**src/rtl/uart_pkg.sv**
```systemverilog
// Shared UART definitions: arbiter state encoding, default bit timing and frame length helper.
package uart_pkg;

  typedef enum logic [1:0] {
    StDrain,
    StIdle,
    StWaitDone
  } arb_state_e;

  localparam int unsigned DefaultClocksPerBit = 104;

  // One 10-bit frame at (cpb+1) clocks per bit, plus two clocks of slack.
  function automatic int unsigned frame_clocks(input int unsigned cpb);
    return 10 * (cpb + 1) + 2;
  endfunction

endpackage

```
**src/rtl/uart_rr_pick.sv**
```systemverilog
// Combinational round-robin picker: first valid bit above the pointer, wrapping modulo NUM_REQ.
module uart_rr_pick #(
  parameter int unsigned NUM_REQ = 4,
  localparam int unsigned IdxW   = $clog2(NUM_REQ)
) (
  input  logic [NUM_REQ-1:0] i_valid,
  input  logic [IdxW-1:0]    i_ptr,
  output logic [NUM_REQ-1:0] o_grant,
  output logic [IdxW-1:0]    o_grantIdx,
  output logic               o_any
);

  always_comb begin
    logic            found;
    logic [IdxW-1:0] cand;
    found      = 1'b0;
    cand       = '0;
    o_grant    = '0;
    o_grantIdx = '0;
    for (int unsigned i = 1; i <= NUM_REQ; i++) begin
      cand = IdxW'((32'(i_ptr) + i) % NUM_REQ);
      if (!found && i_valid[cand]) begin
        found         = 1'b1;
        o_grant[cand] = 1'b1;
        o_grantIdx    = cand;
      end
    end
    o_any = found;
  end

endmodule

```
**src/rtl/uart_tx_arbiter.sv**
```systemverilog
// Round-robin byte scheduler in front of a single uart_tx.
// Optional burst locking via `define UART_TX_ARBITER_LOCK_EN (adds i_reqLast).
module uart_tx_arbiter
  import uart_pkg::*;
#(
  parameter int unsigned NUM_REQ        = 4,
  parameter int unsigned CLOCKS_PER_BIT = DefaultClocksPerBit,
  parameter int unsigned DRAIN_CLOCKS   = frame_clocks(CLOCKS_PER_BIT)
) (
  input  logic                       i_clock,
  input  logic                       i_reset,
  input  logic [NUM_REQ-1:0]         i_reqValid,
  input  logic [8*NUM_REQ-1:0]       i_reqData,
`ifdef UART_TX_ARBITER_LOCK_EN
  input  logic [NUM_REQ-1:0]         i_reqLast,
`endif
  output logic [NUM_REQ-1:0]         o_reqReady,
  output logic [$clog2(NUM_REQ)-1:0] o_grantId,
  output logic                       o_busy,
  output logic                       o_txBegin,
  output logic [7:0]                 o_txData,
  input  logic                       i_txDone
);

  localparam int unsigned IdxW      = $clog2(NUM_REQ);
  localparam logic [31:0] DrainLast = 32'(DRAIN_CLOCKS - 1);

  arb_state_e         state_q;
  logic [15:0]        drain_cnt_q;
  logic [IdxW-1:0]    ptr_q;
  logic [NUM_REQ-1:0] eligible;
  logic [NUM_REQ-1:0] win_onehot;
  logic [IdxW-1:0]    win_idx;
  logic               win_any;
  logic [7:0]         win_data;
  logic               drain_done;

`ifdef UART_TX_ARBITER_LOCK_EN
  logic               lock_q;
  logic [NUM_REQ-1:0] lock_mask;

  always_comb begin
    lock_mask            = '0;
    lock_mask[o_grantId] = 1'b1;
  end

  // While locked, only the requester of the last accepted byte may win.
  assign eligible = lock_q ? (i_reqValid & lock_mask) : i_reqValid;

  always_ff @(posedge i_clock) begin
    if (i_reset) begin
      lock_q <= 1'b0;
    end else if (state_q == StIdle && win_any) begin
      lock_q <= ~i_reqLast[win_idx];
    end
  end
`else
  assign eligible = i_reqValid;
`endif

  uart_rr_pick #(
    .NUM_REQ(NUM_REQ)
  ) u_pick (
    .i_valid   (eligible),
    .i_ptr     (ptr_q),
    .o_grant   (win_onehot),
    .o_grantIdx(win_idx),
    .o_any     (win_any)
  );

  always_comb begin
    win_data = '0;
    for (int unsigned i = 0; i < NUM_REQ; i++) begin
      if (win_onehot[i]) win_data = i_reqData[8*i +: 8];
    end
  end

  // Counter saturates, so an oversized DRAIN_CLOCKS still ends the drain.
  assign drain_done = ({16'd0, drain_cnt_q} >= DrainLast) || (&drain_cnt_q);

  always_ff @(posedge i_clock) begin
    if (i_reset) begin
      state_q     <= StDrain;
      drain_cnt_q <= '0;
      ptr_q       <= IdxW'(NUM_REQ - 1);
      o_reqReady  <= '0;
      o_grantId   <= '0;
      o_busy      <= 1'b0;
      o_txBegin   <= 1'b0;
      o_txData    <= '0;
    end else begin
      o_txBegin  <= 1'b0;
      o_reqReady <= '0;
      unique case (state_q)
        StDrain: begin
          if (!(&drain_cnt_q)) drain_cnt_q <= drain_cnt_q + 16'd1;
          if (i_txDone || drain_done) begin
            state_q <= StIdle;
            o_busy  <= 1'b0;
          end else begin
            o_busy  <= 1'b1;
          end
        end
        StIdle: begin
          if (win_any) begin
            state_q    <= StWaitDone;
            o_busy     <= 1'b1;
            o_txBegin  <= 1'b1;
            o_reqReady <= win_onehot;
            o_txData   <= win_data;
            o_grantId  <= win_idx;
            ptr_q      <= win_idx;
          end
        end
        StWaitDone: begin
          if (i_txDone) begin
            state_q <= StIdle;
            o_busy  <= 1'b0;
          end
        end
        default: begin
          state_q <= StDrain;
          o_busy  <= 1'b1;
        end
      endcase
    end
  end

endmodule

```
**config.mk**
```make
export PLATFORM = sky130hd
export DESIGN_NAME = uart_tx_arbiter
export DESIGN_NICKNAME = d
export VERILOG_FILES = /design/src/rtl/uart_pkg.sv /design/src/rtl/uart_rr_pick.sv /design/src/rtl/uart_tx_arbiter.sv
export SDC_FILE = /design/constraint.sdc
export NUM_CORES = 1
export LEC_CHECK = 0
export ABC_AREA = 1
export CORE_MARGIN = 3
export CORE_UTILIZATION = 60
export DETAILED_ROUTE_END_ITERATION = 12
export DONT_BUFFER_PORTS = 1
export PLACE_DENSITY = 0.85
export SYNTH_ARGS = -nofsm -noshare
export SYNTH_HDL_FRONTEND = slang
export SYNTH_HIERARCHICAL = 1
export SYNTH_SLANG_ARGS = --single-unit
```
**constraint.sdc**
```tcl
create_clock -name i_clock -period 2.7 [get_ports i_clock]
set_input_delay 0.81 -clock i_clock [delete_from_list [all_inputs] [get_ports i_clock]]
set_output_delay 0.81 -clock i_clock [all_outputs]
set_load 0.02 [all_outputs]
```
# [After elaboration in Yosys (flattened, before gate mapping)]
# Index checks and enable logic that the tools add are counted.
[op_classes] bitwise_logic=6 mux=41 n_lt_le_gt_ge=9 n_reduce_logical=20 n_addsub=5 eq_ne=5
[op_table] operator="$mux W8" n=4
[op_table] operator="$add A16 B1 Y16 const B" n=1
[op_table] operator="$ge A16 B11 Y1 const B" n=1
[op_table] operator="$mux W1" n=16
[op_table] operator="$mux W4" n=4
[op_table] operator="$reduce_and A16 Y1" n=1
[op_table] operator="$mux W2" n=7
[op_table] operator="$lt A2 B3 Y1 const B" n=4
[op_table] operator="$or A4 B4 Y4" n=3
[op_table] operator="$bmux W1 S2" n=4
[op_table] operator="$demux W1 S2" n=4
[op_table] operator="$ge A2 B1 Y1 const B" n=4
[op_table] operator="$logic_and A1 B1 Y1" n=7
[op_table] operator="$pmux W2 S3" n=1
[op_table] operator="$reduce_and A2 Y1" n=3
[op_table] operator="$add A2 B1 Y2 const B" n=2
[op_table] operator="$add A2 B2 Y2 const B" n=2
[op_table] operator="$ne A2 B2 Y1 const B" n=2
[op_table] operator="$logic_not A1 Y1" n=3
[op_table] operator="$not A1 Y1" n=3
[op_table] operator="$pmux W1 S3" n=1
[op_table] operator="$reduce_and A3 Y1" n=1
[op_table] operator="$reduce_or A3 Y1" n=1
[op_table] operator="$eq A2 B1 Y1 const B" n=1
[op_table] operator="5 further kinds" n=6
[totals] ff_bits=36

# [Logic depth before layout (Yosys ltp)]
[depth] word_depth=17 ltp_mapped=14 depth_no_buf=14

# [Hierarchy]
# The synthesis kept the hierarchy.
[modules_own_cells] mod="uart_tx_arbiter" area_per_inst_um2=1913.1 seq_area_each_um2=720.7 instances=1 cells_per_inst=287
[modules_own_cells] mod="uart_rr_pick" area_per_inst_um2=457.9 seq_area_each_um2=0.0 instances=1 cells_per_inst=74

# [Worst setup path after synthesis]
# OpenSTA, ideal clock, no wires.
[synth_path] kind="register -> register" from="reg ptr_q[0]" to="reg o_txData[0]" setup_slack_ps=352 required_time_ps=2577 setup_ps=123 synth_period_minus_slack_ps=2348 path_stages_with_launch=13 arrival_ps=2226 path_buffers=1 cell_sequence="dfxtp_1 inv_2 ha_1 inv_1 nand2_2 nand2_2 nor2_2 a21oi_1 nand3_1 clkbuf_1 clkinv_1 o211ai_1 a21oi_1"
[synth_between] elab_cells_between_ends=54 classes_between="add/sub: 4; order compare: 8; mux: 28; bitwise: 3; reduce/logical: 11"
[synth_rtl] item="from (decl)" line_no="uart_tx_arbiter.sv:30" source="logic [IdxW-1:0] ptr_q;"
[synth_rtl] item="from (signal assigned)" line_no="uart_tx_arbiter.sv:85" source="ptr_q <= IdxW'(NUM_REQ - 1);"
[synth_rtl] item="from (signal assigned)" line_no="uart_tx_arbiter.sv:112" source="ptr_q <= win_idx;"
[synth_rtl] item="branches (longest 12 deep; another with $lt A2 B3 Y1)"
[synth_rtl] item="$mux W4 *" line_no="uart_rr_pick.sv:22" source="if (!found && i_valid[cand]) begin"
[synth_rtl] item="net win_onehot[2]" line_no="uart_tx_arbiter.sv:32" source="logic [NUM_REQ-1:0] win_onehot;"
[synth_rtl] item="$mux W8 * (2 in a row)" line_no="uart_tx_arbiter.sv:74" source="if (win_onehot[i]) win_data = i_reqData[8*i +: 8];"
[synth_rtl] item="to (signal assigned)" line_no="uart_tx_arbiter.sv:110" source="o_txData <= win_data;"
[synth_rtl] item="to (decl)" line_no="uart_tx_arbiter.sv:21" source="output logic [7:0] o_txData,"
# Mark *: on every way through the listed nets, which the timed path passes. The select of a mux whose other input is x is not followed.
# A chain may end at the register's enable or synchronous reset.

# [Worst setup path after layout]
[layout_path] from="reg ptr_q[1]" to="reg o_txData[2]"
[layout_between] elab_chain_len=17 elab_cells_between_ends=54 classes_between="add/sub: 4; order compare: 8; mux: 28; bitwise: 3; reduce/logical: 11"
[layout_lines] item="branches (longest 12 deep; another with $lt A2 B3 Y1)"
[layout_lines] item="$mux W4 *" line_no="uart_rr_pick.sv:22"
[layout_lines] item="net win_onehot[0]" line_no="uart_tx_arbiter.sv:32"
[layout_lines] item="$mux W8 * (4 in a row)" line_no="uart_tx_arbiter.sv:74"
# Marked as above.

==> metrics.cfg <==
[cells_and_area]
areaGrowthSynthToFinish_pct=6.65
nets=414
final_common_cell=nand2_1
drive_above_1_share_pct=13.1
stdcell_area_um2=2530
layout_common_cells=nand2_1, a21oi_1, nor2_1, dfxtp_1, inv_1
diodes=0

[sta]
hold_viol=0
post-route-period-util_pct=85.4
fin_skew_ns=0.00935
tns_ns=0
max_freq_mhz=434
grt_setup_unrepaired=false
slew_headroom_pct=62.3
period_minus_slack_ns=2.30
slew_violations=0
finalSetupViolations=0
worst_pin_slew_ns=0.565

[clock_network]
ctsHoldBuffers=0
cts_tree=yes
cts_buffers=5
clk_pin_slew_worst_paths_ns=0.08
cts.sinks=36
postCtsSetupBuffers=0
cts-root-buf=clkbuf_8
post_cts_resized=0
htreeDepth=2
worstSkewPairLatency_ns=0.30
clock_path_buffers=2

[placed_design]
routabilityCongestion=0.894
port_buffers=0
placedInstanceArea_um2=2440
dp_hpwl_um=4300

[routing]
drt_pass1_iterations=5
avgViaCountPerCell=5.61
drtIter0Drc=204
post-route-drc-count=0
wirelength_um=5670
final_antenna_net_count=0
post_drt_wl_per_cell_um=13.7
vias=2327

[grt]
antenna_found_initial=0
grt_usage_pct=24.9
use_met1_pct=29.1
grt.busiest_layer=met2
overflow=0
grt_max_degree=19
grtUsageMet3_pct=5.83
grt_pass1_wl_um=8910
grtUsageMet2_pct=43.3
grt_pass1_vias=2051

[setup_path]
path_class=flip-flop to flip-flop
cp-start-kind=flip-flop
worstPathMaxFanout=9
crit_arrival_ns=2.54
worstSetupEndpointType=flip-flop
cp.required_ns=2.94

[floorplanning]
die_w_um=68.9
num_rows=22
dieArea_um2=4740
start_util_pct=63.3
dieHeight_um=68.9
core_region_area_um2=3740
top_level_ports=55

[outcome]
status=completed

[yosys]
synth_fp_nets=409
synthCells=361
syn_avg_cell_area_um2=6.57
ys_seq_area_share_pct=30.4
syn_area_um2=2370
ys_ff_latch=36
synth_cell_types=31
yosysWarnings=6

[power]
vdd_drop_max_mv=0.463
p_leak_nw=1.07
powerDensity_nw_per_um2=734

[hold_path]
hold_class=flip-flop to flip-flop

[job]
maxCapViolations=0

## registers in the layout, summed over array words and instances, names as in the netlist
register / flops
drain_cnt_q: 16
o_txData: 8
o_reqReady: 4
o_grantId: 2
ptr_q: 2
state_q: 2
o_busy: 1
o_txBegin: 1
## synthesized netlist by cell type
master,number,area (um2)
nand2_1,102,383
a21oi_1,36,180
dfxtp_1,36,721
nor2_1,36,135
inv_1,31,116
nand3_1,24,120
o21ai_0,15,75.1
a21oi_2,10,87.6
nand4_1,10,62.6
ha_1,9,113
o211ai_1,8,60.1
nand2_2,7,43.8
a21boi_0,4,30.0
clkbuf_1,4,15.0
nor2_2,4,25.0
xor2_1,4,35.0
buf_1,2,7.51
clkinv_1,2,7.51
inv_2,2,7.51
nand2_4,2,22.5
nor2_4,2,22.5
nor3_1,2,10.0
a31oi_1,1,6.26
buf_2,1,5.00
buf_4,1,7.51
buf_6,1,11.3
inv_4,1,6.26
nand3_2,1,10.0
nor2_8,1,20.0
o21ai_4,1,16.3
xnor2_1,1,8.76
## worst max-delay path: stages (launching register included)
cell and delay, ns:
dfxtp_2 0.41, inv_1 0.14, ha_1 0.35, inv_1 0.08, nand2_2 0.12, nand2_2 0.07, nor2_2 0.17, a21oi_1 0.10
nand3_1 0.07, inv_1 0.06, nor2_2 0.25, nand2_1 0.09, nand2_1 0.08, o211ai_1 0.10, a21oi_1 0.14
## per-layer routing
metal / part of all wire (%) / up-vias
li1: - / 1192
met1: 43 / 1055
met2: 50 / 70
met3: 5.4 / 10
met4: 1.9 / 0
met5: 0 / -
## area by class of cell
class	instances	area [um2]
clock inverter	3	18.8
tap	48	60.1
sequential	36	722
clock buffer	5	68.8
fill	341	1210
multi-input combinational	280	1470
inverter	36	138
timing repair buffer	7	52.6
## cells by family after synthesis
kind of cell,synth area share (%)
xor gates and xnor gates,1.85
DFF,30.4
buffers and inverters,7.76
and+or+nand+nor,36.0
AOI/OAI and AO/OA,19.2
adders and majority gates,4.75
## power by group
group,internal [W],switching (W)
Combinational,0.000273,0.000511
Sequential,0.000590,0.0000956
Clock,0.000180,0.000208
Total,0.00104,0.000815
## worst paths after layout
kind / startpoint / to / slack [ns] / depth (start not counted)
min reg2reg: drain_cnt_q[1] / drain_cnt_q[1] / 0.50 / 2
max reg2reg: ptr_q[1] / o_txData[2] / 0.40 / 14
min: drain_cnt_q[1] / drain_cnt_q[1] / 0.50 / 2
max: ptr_q[1] / o_txData[2] / 0.40 / 14
## through the flow
stage	cells	power [W]	util [%]	worst slack [ns]	hold slack [ns]
5_1_grt	415	0.00199	67.5	0.115	0.529
2_1_floorplan	361	0.00129	-	0.352	0.474
4_1_cts	415	0.00185	67.4	0.151	0.504
3_3_place_gp	407	0.00146	65.1	0.246	0.484
6_report	415	0.00186	67.5	0.395	0.502
3_5_place_dp	407	0.00146	65.1	0.170	0.493
Note: power is estimated with default switching activity, not from simulation.
